$ cat src/rtl/atm_pkg.sv
// Shared definitions for the ATM controller: state encoding, transaction
// type codes and default sizing.
package atm_pkg;

    localparam int DEF_PIN_DIGITS = 4;
    localparam int DEF_MAX_TRIES  = 3;

    localparam logic TX_DEPOSITO = 1'b0;
    localparam logic TX_RETIRO   = 1'b1;

    localparam logic [2:0] ENC_IDLE       = 3'd0;
    localparam logic [2:0] ENC_PIN_ENTRY  = 3'd1;
    localparam logic [2:0] ENC_PIN_CHECK  = 3'd2;
    localparam logic [2:0] ENC_WAIT_MONTO = 3'd3;
    localparam logic [2:0] ENC_EXEC       = 3'd4;
    localparam logic [2:0] ENC_BLOCKED    = 3'd5;

    typedef enum logic [2:0] {
        IDLE       = ENC_IDLE,
        PIN_ENTRY  = ENC_PIN_ENTRY,
        PIN_CHECK  = ENC_PIN_CHECK,
        WAIT_MONTO = ENC_WAIT_MONTO,
        EXEC       = ENC_EXEC,
        BLOCKED    = ENC_BLOCKED
    } state_t;

endpackage

$ cat src/rtl/atm_stb_edge.sv
// Rising-edge detector for a level strobe; a high level of any length
// produces a single one-cycle rise.
module stb_edge (
    input  logic CLK,
    input  logic RESET,
    input  logic in,
    output logic rise
);

    logic prev_p1;

    always_ff @(posedge CLK) begin
        if (!RESET) prev_p1 <= 1'b0;
        else        prev_p1 <= in;
    end

    assign rise = in & ~prev_p1;

endmodule

$ cat src/rtl/atm_controller.sv
// ATM transaction controller: card acceptance, PIN verification with retry
// limit, and a single deposit or withdrawal against a saturating balance.
module atm_controller
    import atm_pkg::*;
#(
    parameter int PIN_DIGITS = DEF_PIN_DIGITS,
    parameter int MAX_TRIES  = DEF_MAX_TRIES,
    parameter int BAL_W      = 64,
    parameter int MONTO_W    = 32
) (
    input  logic                    CLK,
    input  logic                    RESET,
    input  logic                    TARJETA_RECIBIDA,
    input  logic [3:0]              DIGITO,
    input  logic                    DIGITO_STB,
    input  logic [4*PIN_DIGITS-1:0] PIN_CORRECTO,
    input  logic                    TIPO_TRANS,
    input  logic [MONTO_W-1:0]      MONTO,
    input  logic                    MONTO_STB,
    input  logic [BAL_W-1:0]        BALANCE_INICIAL,
    output logic [BAL_W-1:0]        BALANCE,
    output logic                    BALANCE_ACTUALIZADO,
    output logic                    ENTREGAR_DINERO,
    output logic                    FONDOS_INSUFICIENTES,
    output logic                    PIN_INCORRECTO,
    output logic                    ADVERTENCIA,
    output logic                    BLOQUEO
);

    localparam int PIN_W = 4 * PIN_DIGITS;
    localparam int CNT_W = $clog2(PIN_DIGITS + 1);
    localparam int TRY_W = $clog2(MAX_TRIES + 1);

    state_t             state, state_next;
    logic               digit_rise, monto_rise;
    logic [PIN_W-1:0]   pin;
    logic [CNT_W-1:0]   cnt;
    logic [TRY_W-1:0]   tries, tries_inc;
    logic [MONTO_W-1:0] amount_p1;
    logic               tipo_p1;
    logic [BAL_W-1:0]   amount_ext;
    logic               pin_ok, last_digit;

    // Unsigned add with carry-out saturating to all-ones.
    function automatic logic [BAL_W-1:0] sat_add(input logic [BAL_W-1:0] a,
                                                 input logic [MONTO_W-1:0] b);
        logic [BAL_W:0] sum;
        sum = {1'b0, a} + {{(BAL_W + 1 - MONTO_W){1'b0}}, b};
        return sum[BAL_W] ? {BAL_W{1'b1}} : sum[BAL_W-1:0];
    endfunction

    stb_edge u_digito_edge (.CLK(CLK), .RESET(RESET), .in(DIGITO_STB), .rise(digit_rise));
    stb_edge u_monto_edge  (.CLK(CLK), .RESET(RESET), .in(MONTO_STB),  .rise(monto_rise));

    assign amount_ext = {{(BAL_W - MONTO_W){1'b0}}, amount_p1};
    assign BLOQUEO    = (state == BLOCKED);

    always_ff @(posedge CLK) begin
        if (!RESET) state <= IDLE;
        else        state <= state_next;
    end

    always_comb begin
        state_next = state;
        pin_ok     = (pin == PIN_CORRECTO);
        tries_inc  = tries + 1'b1;
        last_digit = (cnt == CNT_W'(PIN_DIGITS - 1));
        case (state)
            IDLE:       if (TARJETA_RECIBIDA) state_next = PIN_ENTRY;
            PIN_ENTRY:  if (digit_rise && last_digit) state_next = PIN_CHECK;
            PIN_CHECK: begin
                if (pin_ok)                             state_next = WAIT_MONTO;
                else if (tries_inc == TRY_W'(MAX_TRIES)) state_next = BLOCKED;
                else                                    state_next = PIN_ENTRY;
            end
            WAIT_MONTO: if (monto_rise) state_next = EXEC;
            EXEC:       state_next = IDLE;
            BLOCKED:    state_next = BLOCKED;
            default:    state_next = IDLE;
        endcase
    end

    // Datapath and result flags; flags are one-cycle pulses except ADVERTENCIA.
    always_ff @(posedge CLK) begin
        if (!RESET) begin
            BALANCE              <= BALANCE_INICIAL;
            pin                  <= '0;
            cnt                  <= '0;
            tries                <= '0;
            amount_p1            <= '0;
            tipo_p1              <= TX_DEPOSITO;
            BALANCE_ACTUALIZADO  <= 1'b0;
            ENTREGAR_DINERO      <= 1'b0;
            FONDOS_INSUFICIENTES <= 1'b0;
            PIN_INCORRECTO       <= 1'b0;
            ADVERTENCIA          <= 1'b0;
        end else begin
            BALANCE_ACTUALIZADO  <= 1'b0;
            ENTREGAR_DINERO      <= 1'b0;
            FONDOS_INSUFICIENTES <= 1'b0;
            PIN_INCORRECTO       <= 1'b0;
            case (state)
                IDLE: begin
                    if (TARJETA_RECIBIDA) begin
                        cnt   <= '0;
                        tries <= '0;
                    end
                end
                PIN_ENTRY: begin
                    if (digit_rise) begin
                        pin <= {pin[PIN_W-5:0], DIGITO};
                        cnt <= cnt + 1'b1;
                    end
                end
                PIN_CHECK: begin
                    cnt <= '0;
                    if (pin_ok) begin
                        tries       <= '0;
                        ADVERTENCIA <= 1'b0;
                    end else begin
                        PIN_INCORRECTO <= 1'b1;
                        tries          <= tries_inc;
                        if (tries_inc == TRY_W'(MAX_TRIES - 1)) ADVERTENCIA <= 1'b1;
                    end
                end
                WAIT_MONTO: begin
                    if (monto_rise) begin
                        amount_p1 <= MONTO;
                        tipo_p1   <= TIPO_TRANS;
                    end
                end
                EXEC: begin
                    if (tipo_p1 == TX_DEPOSITO) begin
                        BALANCE             <= sat_add(BALANCE, amount_p1);
                        BALANCE_ACTUALIZADO <= 1'b1;
                    end else if (amount_ext <= BALANCE) begin
                        BALANCE         <= BALANCE - amount_ext;
                        ENTREGAR_DINERO <= 1'b1;
                    end else begin
                        FONDOS_INSUFICIENTES <= 1'b1;
                    end
                end
                default: ;
            endcase
        end
    end

endmodule

$ cat config.mk
export PLATFORM = sky130hd
export DESIGN_NAME = atm_controller
export DESIGN_NICKNAME = d
export VERILOG_FILES = /design/src/rtl/atm_pkg.sv /design/src/rtl/atm_stb_edge.sv /design/src/rtl/atm_controller.sv
export SDC_FILE = /design/constraint.sdc
export NUM_CORES = 1
export LEC_CHECK = 0
export CAP_MARGIN = 20
export CORE_ASPECT_RATIO = 1.25
export CORE_MARGIN = 3
export CORE_UTILIZATION = 54
export DETAILED_ROUTE_END_ITERATION = 10
export GPL_TIMING_DRIVEN = 0
export PLACE_DENSITY = 0.81
export RECOVER_POWER = 25
export SYNTH_ARGS = -nofsm -noshare
export SYNTH_HDL_FRONTEND = slang
export SYNTH_SLANG_ARGS = --single-unit
$ cat constraint.sdc
create_clock -name CLK -period 5.55 [get_ports CLK]
set_input_delay 0.8325 -clock CLK [delete_from_list [all_inputs] [get_ports CLK]]
set_output_delay 0.8325 -clock CLK [all_outputs]
set_load 0.1 [all_outputs]
==> results.md, run 1 <==
* Smallest setup slack after layout at 1.18 ns
* Setup WS pre-CTS at 1.29 ns
* Post-synthesis mux area share at 0.663%
* Setup TNS at 0 ns
* Fin. max-slew vios at 0
* Synthesized flop and latch total at 128
* Post-Synth Simple-Gate Area at 24.1%
* Final Hold Fails at 0
* Core box area at 19500 µm²
* Final-layout fill cell count at 1641
* Syn avg cell area at 7.78 µm²
* Placed Area at 13000 µm²
* Relative slew slack at 27.0%
* Residual DRC at 0
* Commonest non-fill, non-tap cell in the layout: nand2_1
* Layout net count at 1786
* Min cycle time layout at 4.37 ns
* Worst Path Class, Setup: reg2reg
* Antenna violations before repair at 0
* Largest net degree at the start of global routing at 65
* CP Launch Type: flop
* IO Count at 192
* Routed Antenna Nets at 0
* Worst-path clk slew at 0.08 ns
* Critical path capture point type: flop
* Vias per Instance at 6.12
* P&R area growth vs syn at 26.6%
* CTS tree: yes
* Max-cap violation count at 0
* Largest family of logic cells by synthesized area: simple AND/OR/NAND/NOR gates
* XOR/XNOR share of the synthesized area at 6.92%
* GRT overflow at 0
* Worst-Margin Slew at 1.07 ns
* Arrival @ worst endpoint at 4.44 ns
* Syn nets at 1575
* Status: finished clean
* Peak VDD IR at 211 µV
* CTS Sinks at 128
* Clk_lat worst skew at 0.45 ns
* Root Buffer Master: clkbuf_16
* Hold WC Path Type: reg2reg
* Clock Skews at 0.0136 ns
* Vias in the first global route at 11400
* Final Cell Area at 13600 µm²
* Pwr dens at 230 nW/µm²
* DR pass1 iterations at 8
* Most frequent cells in the layout: 189 x nand2_1, 184 x a21oi_1, 184 x clkdlybuf4s50_1
* Gr usage total at 35.5%
* Die Y-Extent at 164 µm
* Placer Congestion at 1.02
* Layout cell share with drive strength beyond 1 at 6.60%
* Max Freq at 229 MHz
* First-iteration detailed-routing DRC count at 1085
* Finish-stage setup viols at 0
* Max FO, Critical Path at 64
* Yosys top cell area share at 17.9%
* Adder-cell share of the synthesized area at 8.28%
* Mapped Area at 10800 µm²
* Required time of the critical path at 5.62 ns
* First-pass GRT wire length at 61000 µm
* Final wirelength at 39400 µm
* Largest cells by area after synthesis: edfxtp_1 18%, dfxtp_1 12%, a21oi_1 8.6%
* Cell variety after synth at 93
* CTS hold repair buffers at 0
* Mapped Cells at 1383
* CTS Buf Count at 17
* Die width at 132 µm
* Synth Area in Compound Gates at 23.8%
* RSZ-0062 raised after global routing: false
* H-tree lvl count at 4
* Initial Util at 55.1%
* Port Buf Inserts at 190
* Cell Rows at 57
* Period utilisation layout at 78.8%
* Final HPWL DP at 30400 µm
* Post-CTS sizing at 0
* Post-CTS Setup Bufs at 0
* Register area share after synthesis at 29.8%
* Final non-filler cell total at 1872
* Top FF cell, synth: edfxtp_1
* Placed Cells incl. Taps at 1839
* Post-synth top area cell: edfxtp_1
* Leak at 4.83 nW
* Die area at 21700 µm²
* Clk buf depth at 2
* Routed len/inst at 21.0 µm
* Routed via count at 11500
* N_diodes at 0
* Post-synth EDFFs at 64
* Asr flop ratio synth at 0%
* Yosys warns at 0
per-stage QoR:
| stage | total power (W) | util [%] | hold WS (ns) |
|---|---|---|---|
| after detailed placement | 0.00192 | 66.6 | 0.466 |
| final | 0.00313 | 69.7 | 0.473 |
| after global routing | 0.00322 | 69.7 | 0.496 |
| after CTS | 0.00312 | 69.8 | 0.475 |
| after global placement | 0.00191 | 66.5 | 0.456 |
| after floorplan | 0.00165 | - | 0.446 |
synth_stat cells, types with 7 or more instances:
cell type    n
nor4_1      17
o31ai_1     18
a211oi_1    11
nor3_1      31
buf_6       10
buf_2       13
o21ai_0     42
nand2b_1    15
nand4_1     20
xnor2_1     64
a31oi_1      8
o211ai_1    13
clkbuf_1    45
or3_1       17
or2_2        7
nand2_1    189
o21bai_1    11
inv_1       82
nand3_1     34
o22ai_1      7
a21o_1      14
nor2b_1     15
edfxtp_1    64
nor2_1     148
dfxtp_1     64
a22oi_1      7
a21oi_1    184
xor2_1      21
and3_1       7
ha_1        68
and2_1       8
state kept, by name, indices dropped and copies added (netlist names):
signal,flops
BALANCE,64
amount_p1,32
pin,16
cnt,3
state,3
tries,2
ADVERTENCIA,1
BALANCE_ACTUALIZADO,1
ENTREGAR_DINERO,1
FONDOS_INSUFICIENTES,1
PIN_INCORRECTO,1
tipo_p1,1
u_digito_edge.prev_p1,1
u_monto_edge.prev_p1,1
final cells by class:
cell class	instances	area [µm²]	area share [%]
multi-input combinational	1096	6860	50.4
sequential	128	3200	23.5
timing repair buffer	192	1910	14.0
clock buffer	17	425	3.12
buffer	75	380	2.79
tap	265	332	2.43
inverter	84	315	2.31
clock inverter	15	195	1.43
cell families (layout without fill, tap and decap cells):
| group | Yosys count | after routing |
|---|---|---|
| AND/OR/NAND/NOR | 544 | 544 |
| AO/OA/AOI/OAI | 390 | 390 |
| flip-flops | 128 | 128 |
| adder cells (fa/ha/maj) | 70 | 70 |
| buffers and inverters | 159 | 383 |
| XOR/XNOR | 85 | 85 |
| multiplexers | 7 | 7 |
worst max-delay path, cell delays in order, from the launching register on:
cell and delay, ns:
edfxtp_1 0.42, ha_1 0.43, clkbuf_1 0.41, nand2_1 0.26, nor4_1 0.94, a2111oi_4 0.18, nor2_1 0.34, nor4_2 0.12
nand2_1 0.10, a21o_4 0.74
where the power goes:
group / switching [W] / internal (W) / leakage, nW / total (W)
registers: 0.0000503 / 0.00104 / 1.13 / 0.00109
logic: 0.000554 / 0.000269 / 3.40 / 0.000824
clock network: 0.000565 / 0.000652 / 0.305 / 0.00122
per-layer routing:
metal | global-route usage (%) | share of wire [%]
met3 | 6.50 | 7.2
met4 | 17.8 | 4.7
met2 | 62.7 | 50
met5 | 0 | 0
met1 | 41.3 | 39
final timing paths:
check / startpoint / end / slack [ns] / cells after the start
setup / recovery: BALANCE[13] / BALANCE[26] / 1.18 / 9
hold reg to reg: cnt[2] / cnt[2] / 0.47 / 2
setup reg to reg: BALANCE[13] / BALANCE[26] / 1.18 / 9
hold / removal: cnt[2] / cnt[2] / 0.47 / 2
No activity file was read; power rests on OpenSTA's default activity.
==> run 2, diff against run 1 <==
Clock period 5.55 ns to 4.55 ns, I/O delays scaled along.
==> run 2 against run 1 <==
Net effect:
- power up 20%
- first-iteration DRC count decreased by 8.5%
- worst hold slack improved by 0.0026 ns
- combinational power rose by 21%
- sequential cell count unchanged
- global-route usage decreased by 1.4 points
- design area barely moved
- register-to-register slack got worse by 0.97 ns
==> results.md, run 2 (same netlist as run 1, synthesis figures left out) <==
* Worst-path clk slew at 0.07 ns (about the same)
* Placed Cells incl. Taps at 1839 (unchanged)
* Clk buf depth at 2 (unchanged)
* Root Buffer Master: clkbuf_16
* Reg with most FFs: BALANCE
* Critical path capture point type: flop
* Leak at 4.83 nW (-0.18%)
* CP peak stage delay at 0.74 ns (-0.20 ns)
* Vias in the first global route at 11100 (-2.8%)
* CP delay by family, top: compound AO/OA/AOI/OAI gates
* CTS hold repair buffers at 0 (unchanged)
* Arrival @ worst endpoint at 4.40 ns (-0.04 ns)
* CTS tree: yes
* Die width at 132 µm (unchanged)
* Period utilisation layout at 95.4% (+17 points)
* Final Hold Fails at 0 (unchanged)
* CP Buf/Inv Count at 1 (unchanged)
* Min cycle time layout at 4.34 ns (-0.0300 ns)
* Port Buf Inserts at 190 (unchanged)
* Slowest cell on crit path: a21o_4
* Worst Path Class, Setup: reg2reg
* Setup WS pre-CTS at 0.323 ns (-0.968 ns)
* Worst-Margin Slew at 1.06 ns (-0.00801 ns)
* H-tree lvl count at 4 (unchanged)
* Final-layout fill cell count at 1702 (+3.7%)
* Placer Congestion at 1.01 (-1.2%)
* Placed Area at 13000 µm² (unchanged)
* Routed len/inst at 20.4 µm (-2.8%)
* Setup TNS at 0 ns (unchanged)
* Max Freq at 230 MHz (+0.69%)
* Final Cell Area at 13600 µm² (about the same)
* Max-cap violation count at 0 (unchanged)
* Residual DRC at 0 (unchanged)
* CTS Sinks at 128 (unchanged)
* Peak VDD IR at 268 µV (+27%)
* DR pass1 iterations at 5 (-3)
* Largest net degree at the start of global routing at 65 (unchanged)
* Most frequent CP cell: a21oi_1
* Status: finished clean
* Post-CTS Setup Bufs at 0 (unchanged)
* Routed Antenna Nets at 0 (unchanged)
* Commonest non-fill, non-tap cell in the layout: nand2_1
* RSZ-0062 raised after global routing: false
* Antenna violations before repair at 1 (+1)
* Hold WC Path Type: reg2reg
* Finish-stage setup viols at 0 (unchanged)
* Layout net count at 1785 (-0.056%)
* Vias per Instance at 6.05 (-1.0%)
* Cell Rows at 57 (unchanged)
* Clock Skews at 0.00942 ns (-0.00418 ns)
* Max FO, Critical Path at 64 (unchanged)
* Post-CTS sizing at 0 (unchanged)
* P&R area growth vs syn at 26.5% (about the same)
* First-pass GRT wire length at 58800 µm (-3.5%)
* GRT overflow at 0 (unchanged)
* Most frequent cells in the layout: 189 x nand2_1, 184 x a21oi_1, 184 x clkdlybuf4s50_1
* Final non-filler cell total at 1872 (unchanged)
* Crit-path cells: inv_1 -> ha_1 -> fa_1 -> nand2b_1 -> a21oi_1 -> a21oi_1 -> o21ai_1 -> a2111oi_4 -> nor2_1 -> nor4_2 -> nand2_1 -> a21o_4
* Final wirelength at 38200 µm (-2.8%)
* Clk_lat worst skew at 0.44 ns (about the same)
* Largest register FFs at 64 (unchanged)
* Largest registers: BALANCE (64), amount_p1 (32), pin (16)
* Final HPWL DP at 29400 µm (-3.2%)
* Required time of the critical path at 4.61 ns (-1.01 ns)
* First-iteration detailed-routing DRC count at 993 (-8.5%)
* Finished Core Util at 69.7% (about the same)
* Pwr dens at 277 nW/µm² (+21%)
* Smallest setup slack after layout at 0.208 ns (-0.970 ns)
* Fin. max-slew vios at 0 (unchanged)
* Initial Util at 55.1% (unchanged)
* IO Count at 192 (unchanged)
* CTS Buf Count at 17 (unchanged)
* Routed via count at 11300 (-1.0%)
* Gr usage total at 34.1% (-1.4 points)
* Relative slew slack at 28.6% (+1.6 points)
* Layout cell share with drive strength beyond 1 at 6.54% (-0.058 points)
* Die Y-Extent at 164 µm (unchanged)
* CP Launch Type: flop
* Die area at 21700 µm² (unchanged)
* Core box area at 19500 µm² (unchanged)
-- run 2: cell count changes in the layout (fill, tap and decap cells not counted), sizes merged --
cell / change
diode: +1
clkbuf: -1
inv: +1
bufinv: -1
-- run 2: layout make-up --
cell class,instances,area [µm²],area share [%]
Buffer,75,380,2.79
Tap cell,265,332,2.43
Antenna cell,1,2.50,0.0184
Sequential cell,128,3200,23.5
Clock inverter,15,191,1.41
Inverter,84,315,2.32
Multi-Input combinational cell,1096,6860,50.4
Timing Repair Buffer,191,1910,14.0
Clock buffer,17,425,3.12
-- run 2: path summary, 6_finish.rpt --
path | startpoint | to | slack [ns] | cells past startpoint
min reg2reg | pin[13] | pin[13] | 0.48 | 2
max | BALANCE[0] | BALANCE[21] | 0.21 | 12
max reg2reg | BALANCE[0] | BALANCE[21] | 0.21 | 12
min | pin[13] | pin[13] | 0.48 | 2
-- run 2: worst register-to-register path: stages, from the launching register on --
cell and delay (ns):
edfxtp_1 0.40, inv_1 0.07, ha_1 0.23, fa_1 0.42, nand2b_1 0.17, a21oi_1 0.33
a21oi_1 0.21, o21ai_1 0.63, a2111oi_4 0.19, nor2_1 0.35, nor4_2 0.11, nand2_1 0.10
a21o_4 0.74
-- run 2: where the power goes --
part | internal (W) | switching [W]
clock network | 0.000753 | 0.000691
logic | 0.000327 | 0.000672
registers | 0.00127 | 0.0000608
total | 0.00235 | 0.00142
-- run 2: per-stage QoR --
step / hold WS (ns) / power, W
floorplan: 0.446 / 0.00201
global placement: 0.454 / 0.00233
detailed placement: 0.467 / 0.00234
CTS: 0.478 / 0.00377
global route: 0.502 / 0.00389
finish: 0.476 / 0.00378
-- run 2: per-layer routing --
metal / wire length [µm] / up-vias / GRT usage, %
met3: 2700 / 115 / 5.97
met4: 1750 / 0 / 16.2
met5: 0 / - / 0
li1: - / 5354 / -
met1: 15200 / 5297 / 40.8
met2: 18600 / 566 / 59.6
==> run 3, diff against run 2 <==
--- a/config.mk
+++ b/config.mk
@@ -11,2 +11,3 @@
 export CORE_UTILIZATION = 54
+export CTS_BUF_LIST = sky130_fd_sc_hd__clkbuf_4 sky130_fd_sc_hd__clkbuf_8 sky130_fd_sc_hd__clkbuf_16
 export DETAILED_ROUTE_END_ITERATION = 10
@@ -17,2 +18,3 @@
 export SYNTH_HDL_FRONTEND = slang
+export SYNTH_HIERARCHICAL = 1
 export SYNTH_SLANG_ARGS = --single-unit
--- a/constraint.sdc
+++ b/constraint.sdc
@@ -3,2 +3,2 @@
 set_output_delay 0.6825 -clock CLK [all_outputs]
-set_load 0.1 [all_outputs]
+set_load 0.01 [all_outputs]
==> run 3 against run 2 <==
Net effect:
- the run now ends with capacitance limit, slew limit left
- sequential cell count is the same
- clock power barely moved
- power fell by 8.6%
- synthesized area decreased by 0.29%
- count of clock-buffer cells in the layout did not move
- final cell count rose by 0.59%
- synthesized cell count up 0.51%
- first-iteration DRC count increased by 27%
- clock skew grew 0.0042 ns
- worst hold slack gained 0.0035 ns
- die area fell by 0.28%
==> results.md, run 3 <==
* Synth top cells by count: 177 x nand2_1, 167 x a21oi_1, 130 x nor2_1, 78 x inv_1, 71 x xnor2_1
* Largest net degree at the start of global routing at 65 (unchanged)
* Clk_lat worst skew at 0.45 ns (about the same)
* Routed via count at 11800 (+4.6%)
* Clk buf depth at 2 (unchanged)
* Post-synth top area cell: edfxtp_1
* Antenna violations before repair at 1 (unchanged)
* H-tree lvl count at 4 (unchanged)
* Slowest cell on crit path: edfxtp_1
* Arrival @ worst endpoint at 4.44 ns (+0.04 ns)
* DR pass1 iterations at 6 (+1)
* Largest registers: BALANCE (64), amount_p1 (32), pin (16)
* Relative slew slack at -4.46% (-33 points)
* Root Buffer Master: clkbuf_16
* Routed Antenna Nets at 0 (unchanged)
* Clock Skews at 0.0136 ns (+0.00421 ns)
* Most frequent cells in the layout: 176 x nand2_1, 166 x a21oi_1, 130 x nor2_1, 130 x clkdlybuf4s50_1, 78 x inv_1
* Adder-cell share of the synthesized area at 8.30% (+0.024 points)
* Critical path capture point type: flop
* Mapped Cells at 1390 (+0.51%)
* Sw Share at 31.8% (-5.9 points)
* Hold WC Path Type: reg2reg
* Vias in the first global route at 11700 (+5.6%)
* Failing checks: capacitance limit, slew limit
* Cell variety after synth at 80 (-14%)
* Reg with most FFs: BALANCE
* Die area at 21600 µm² (-0.28%)
* Cell Rows at 57 (unchanged)
* Commonest non-fill, non-tap cell in the layout: nand2_1
* Placer Congestion at 1.02 (+1.3%)
* Gr usage total at 36.7% (+2.6 points)
* Worst-path clk slew at 0.07 ns (about the same)
* Sequential cell fraction of total power at 38.1% (+2.8 points)
* XOR/XNOR share of the synthesized area at 7.02% (+0.10 points)
* Total Power at 0.00345 W (-8.6%)
* Max-cap violation count at 1 (+1)
* IO Count at 192 (unchanged)
* Final HPWL DP at 31200 µm (+6.0%)
* CTS Buf Count at 17 (unchanged)
* Worst Path Class, Setup: reg2reg
* Top FF cell, synth: edfxtp_1
* Worst Hold Depth at 2 (unchanged)
* Layout net count at 1797 (+0.67%)
* Finish-stage setup viols at 0 (unchanged)
* Synthesized flop and latch total at 128 (unchanged)
* Register area share after synthesis at 29.8% (+0.087 points)
* Top-count cell post-synth: nand2_1
* Min cycle time layout at 4.37 ns (+0.0287 ns)
* CTS hold repair buffers at 0 (unchanged)
* First-pass GRT wire length at 62600 µm (+6.5%)
* Port Buf Inserts at 191 (+0.53%)
* Internal at 0.00235 W (about the same)
* Crit-path cells: ha_1 -> clkbuf_1 -> a21oi_2 -> nand2_1 -> o221ai_1 -> a211oi_1 -> o211ai_1 -> and2_1 -> clkbuf_1 -> nand4_1 -> o21ai_2 -> nand2_8
* Routed len/inst at 21.7 µm (+6.2%)
* Post-synth EDFFs at 64 (unchanged)
* Peak VDD IR at 270 µV (+0.74%)
* Final Hold Fails at 0 (unchanged)
* Die width at 132 µm (-0.14%)
* CTS Sinks at 128 (unchanged)
* Part of the power in combinational logic at 19.3% (-7.2 points)
* Max FO, Critical Path at 32 (-50%)
* Max Freq at 229 MHz (-0.66%)
* Asr flop ratio synth at 0% (unchanged)
* Layout cell share with drive strength beyond 1 at 4.94% (-1.6 points)
* Largest cells by area after synthesis: edfxtp_1 18%, dfxtp_1 12%, ha_1 7.9%
* Syn avg cell area at 7.72 µm² (-0.79%)
* Placed Area at 13000 µm² (-0.14%)
* Leak at 4.79 nW (-0.77%)
* GRT overflow at 0 (unchanged)
* Worst-Margin Slew at 1.56 ns (+0.504 ns)
* Required time of the critical path at 4.62 ns (about the same)
* Vias per Instance at 6.29 (+4.0%)
* Fin. max-slew vios at 7 (+7)
* Initial Util at 55.1% (about the same)
* Residual DRC at 0 (unchanged)
* Net Sw Power at 0.00110 W (-23%)
* Mapped Area at 10700 µm² (-0.29%)
* Synth Area in Compound Gates at 24.6% (+0.79 points)
* Post-synthesis mux area share at 0.187% (-0.48 points)
* First-iteration detailed-routing DRC count at 1261 (+27%)
* Post-Synth Simple-Gate Area at 23.7% (-0.40 points)
* Largest family of logic cells by synthesized area: compound AO/OA/AOI/OAI gates
* Syn nets at 1582 (+0.44%)
* Yosys top cell area share at 17.9% (+0.052 points)
* CP Launch Type: flop
* N_diodes at 0 (-1)
* Final-layout fill cell count at 1635 (-3.9%)
* Pwr dens at 253 nW/µm² (-8.9%)
* Die Y-Extent at 164 µm (-0.14%)
* Period utilisation layout at 96.1% (+0.63 points)
* Yosys warns at 6 (+6)
* Final wirelength at 40800 µm (+6.8%)
* Final Cell Area at 13700 µm² (+0.28%)
* Clock power share at 42.6% (+4.3 points)
* Largest register FFs at 64 (unchanged)
* CP peak stage delay at 0.50 ns (-0.24 ns)
* Most frequent CP cell: clkbuf_1
* CTS tree: yes
* Finished Core Util at 70.1% (+0.45 points)
* P&R area growth vs syn at 27.3%
* Core box area at 19500 µm² (-0.36%)
* Reg2reg path depth at 12 (unchanged)
* Status: finished with violations
* Hold slack at 0.480 ns (+0.00347 ns)
==> run 3: cell types whose count changed after synthesis, sizes merged, moves of 7 or more <==
cell    before  now
nor2       151  131
a21oi      184  168
clkbuf      47   63
nand2      189  177
o21ai       48   60
nor3        36   44
o31ai       19   11
nand4       20   27
xnor2       64   71
==> run 3: final cells by class <==
class	instances	area [µm²]	area share [%]
multi-input cells	1098	6880	50.4
flip-flops and latches	128	3200	23.5
repair buffers	195	1940	14.2
clock buffers	17	425	3.11
plain buffers	85	387	2.83
well taps	265	332	2.43
inverters	80	300	2.20
clock inverters	15	193	1.41
==> run 3: worst paths after layout <==
check	startpoint	to	slack, ns
worst min register to register	amount_p1[5]	amount_p1[5]	0.48
worst max register to register	BALANCE[12]	BALANCE[18]	0.18
worst max-delay path	BALANCE[12]	BALANCE[18]	0.18
worst min-delay path	amount_p1[5]	amount_p1[5]	0.48
==> run 3: kinds of logic after synthesis <==
group	Yosys count
xor gates and xnor gates	86
AOI/OAI and AO/OA	408
muxes	2
buffers and inverters	165
and+or+nand+nor	531
DFF	128
adders and majority gates	70
==> run 3: through the flow <==
| step | setup slack [ns] | TNS (ns) | cells |
|---|---|---|---|
| floorplan | 0.106 | 0 | 1390 |
| global placement | -1.68 | -106.94 | 1846 |
| detailed placement | -0.267 | -16.79 | 1847 |
| CTS | 0.0592 | 0 | 1879 |
| global route | -0.0218 | -0.597 | 1883 |
| finish | 0.179 | 0 | 1883 |
==> run 3: power groups by stage <==
| stage | Combinational, W | Clock [W] | Sequential (W) |
|---|---|---|---|
| after floorplan | 0.000338 | 0 | 0.00135 |
| after detailed placement | 0.000661 | 0 | 0.00134 |
| after CTS | 0.000668 | 0.00146 | 0.00131 |
| after global routing | 0.000717 | 0.00151 | 0.00132 |
| final | 0.000667 | 0.00147 | 0.00131 |
| after global placement | 0.000652 | 0 | 0.00134 |
==> run 3: what timing repair did <==
item                                    4_1_cts  5_1_grt
gates cloned                                  0        1
endpoints found under the setup margin       64       64
setup buffers                                 0        2
gates resized for setup                       3        2
pin swaps                                     0        1
==> run 3: worst max-delay path, delay by kind of cell, from the launching register on <==
| kind | cells | cell delay, ns |
|---|---|---|
| adders and majority gates | 1 | 0.35 |
| AOI/OAI and AO/OA | 5 | 1.69 |
| buffers and inverters | 2 | 0.61 |
| and+or+nand+nor | 4 | 0.80 |
| DFF | 1 | 0.50 |
==> run 3: layer usage <==
metal / GRT usage (%) / wire length (µm) / vias to the layer above
met4: 23.0 / 2850 / 2
li1: - / - / 5452
met1: 41.2 / 14700 / 5505
met2: 64.0 / 20000 / 694
met3: 6.99 / 3220 / 196
met5: 0 / 13 / -
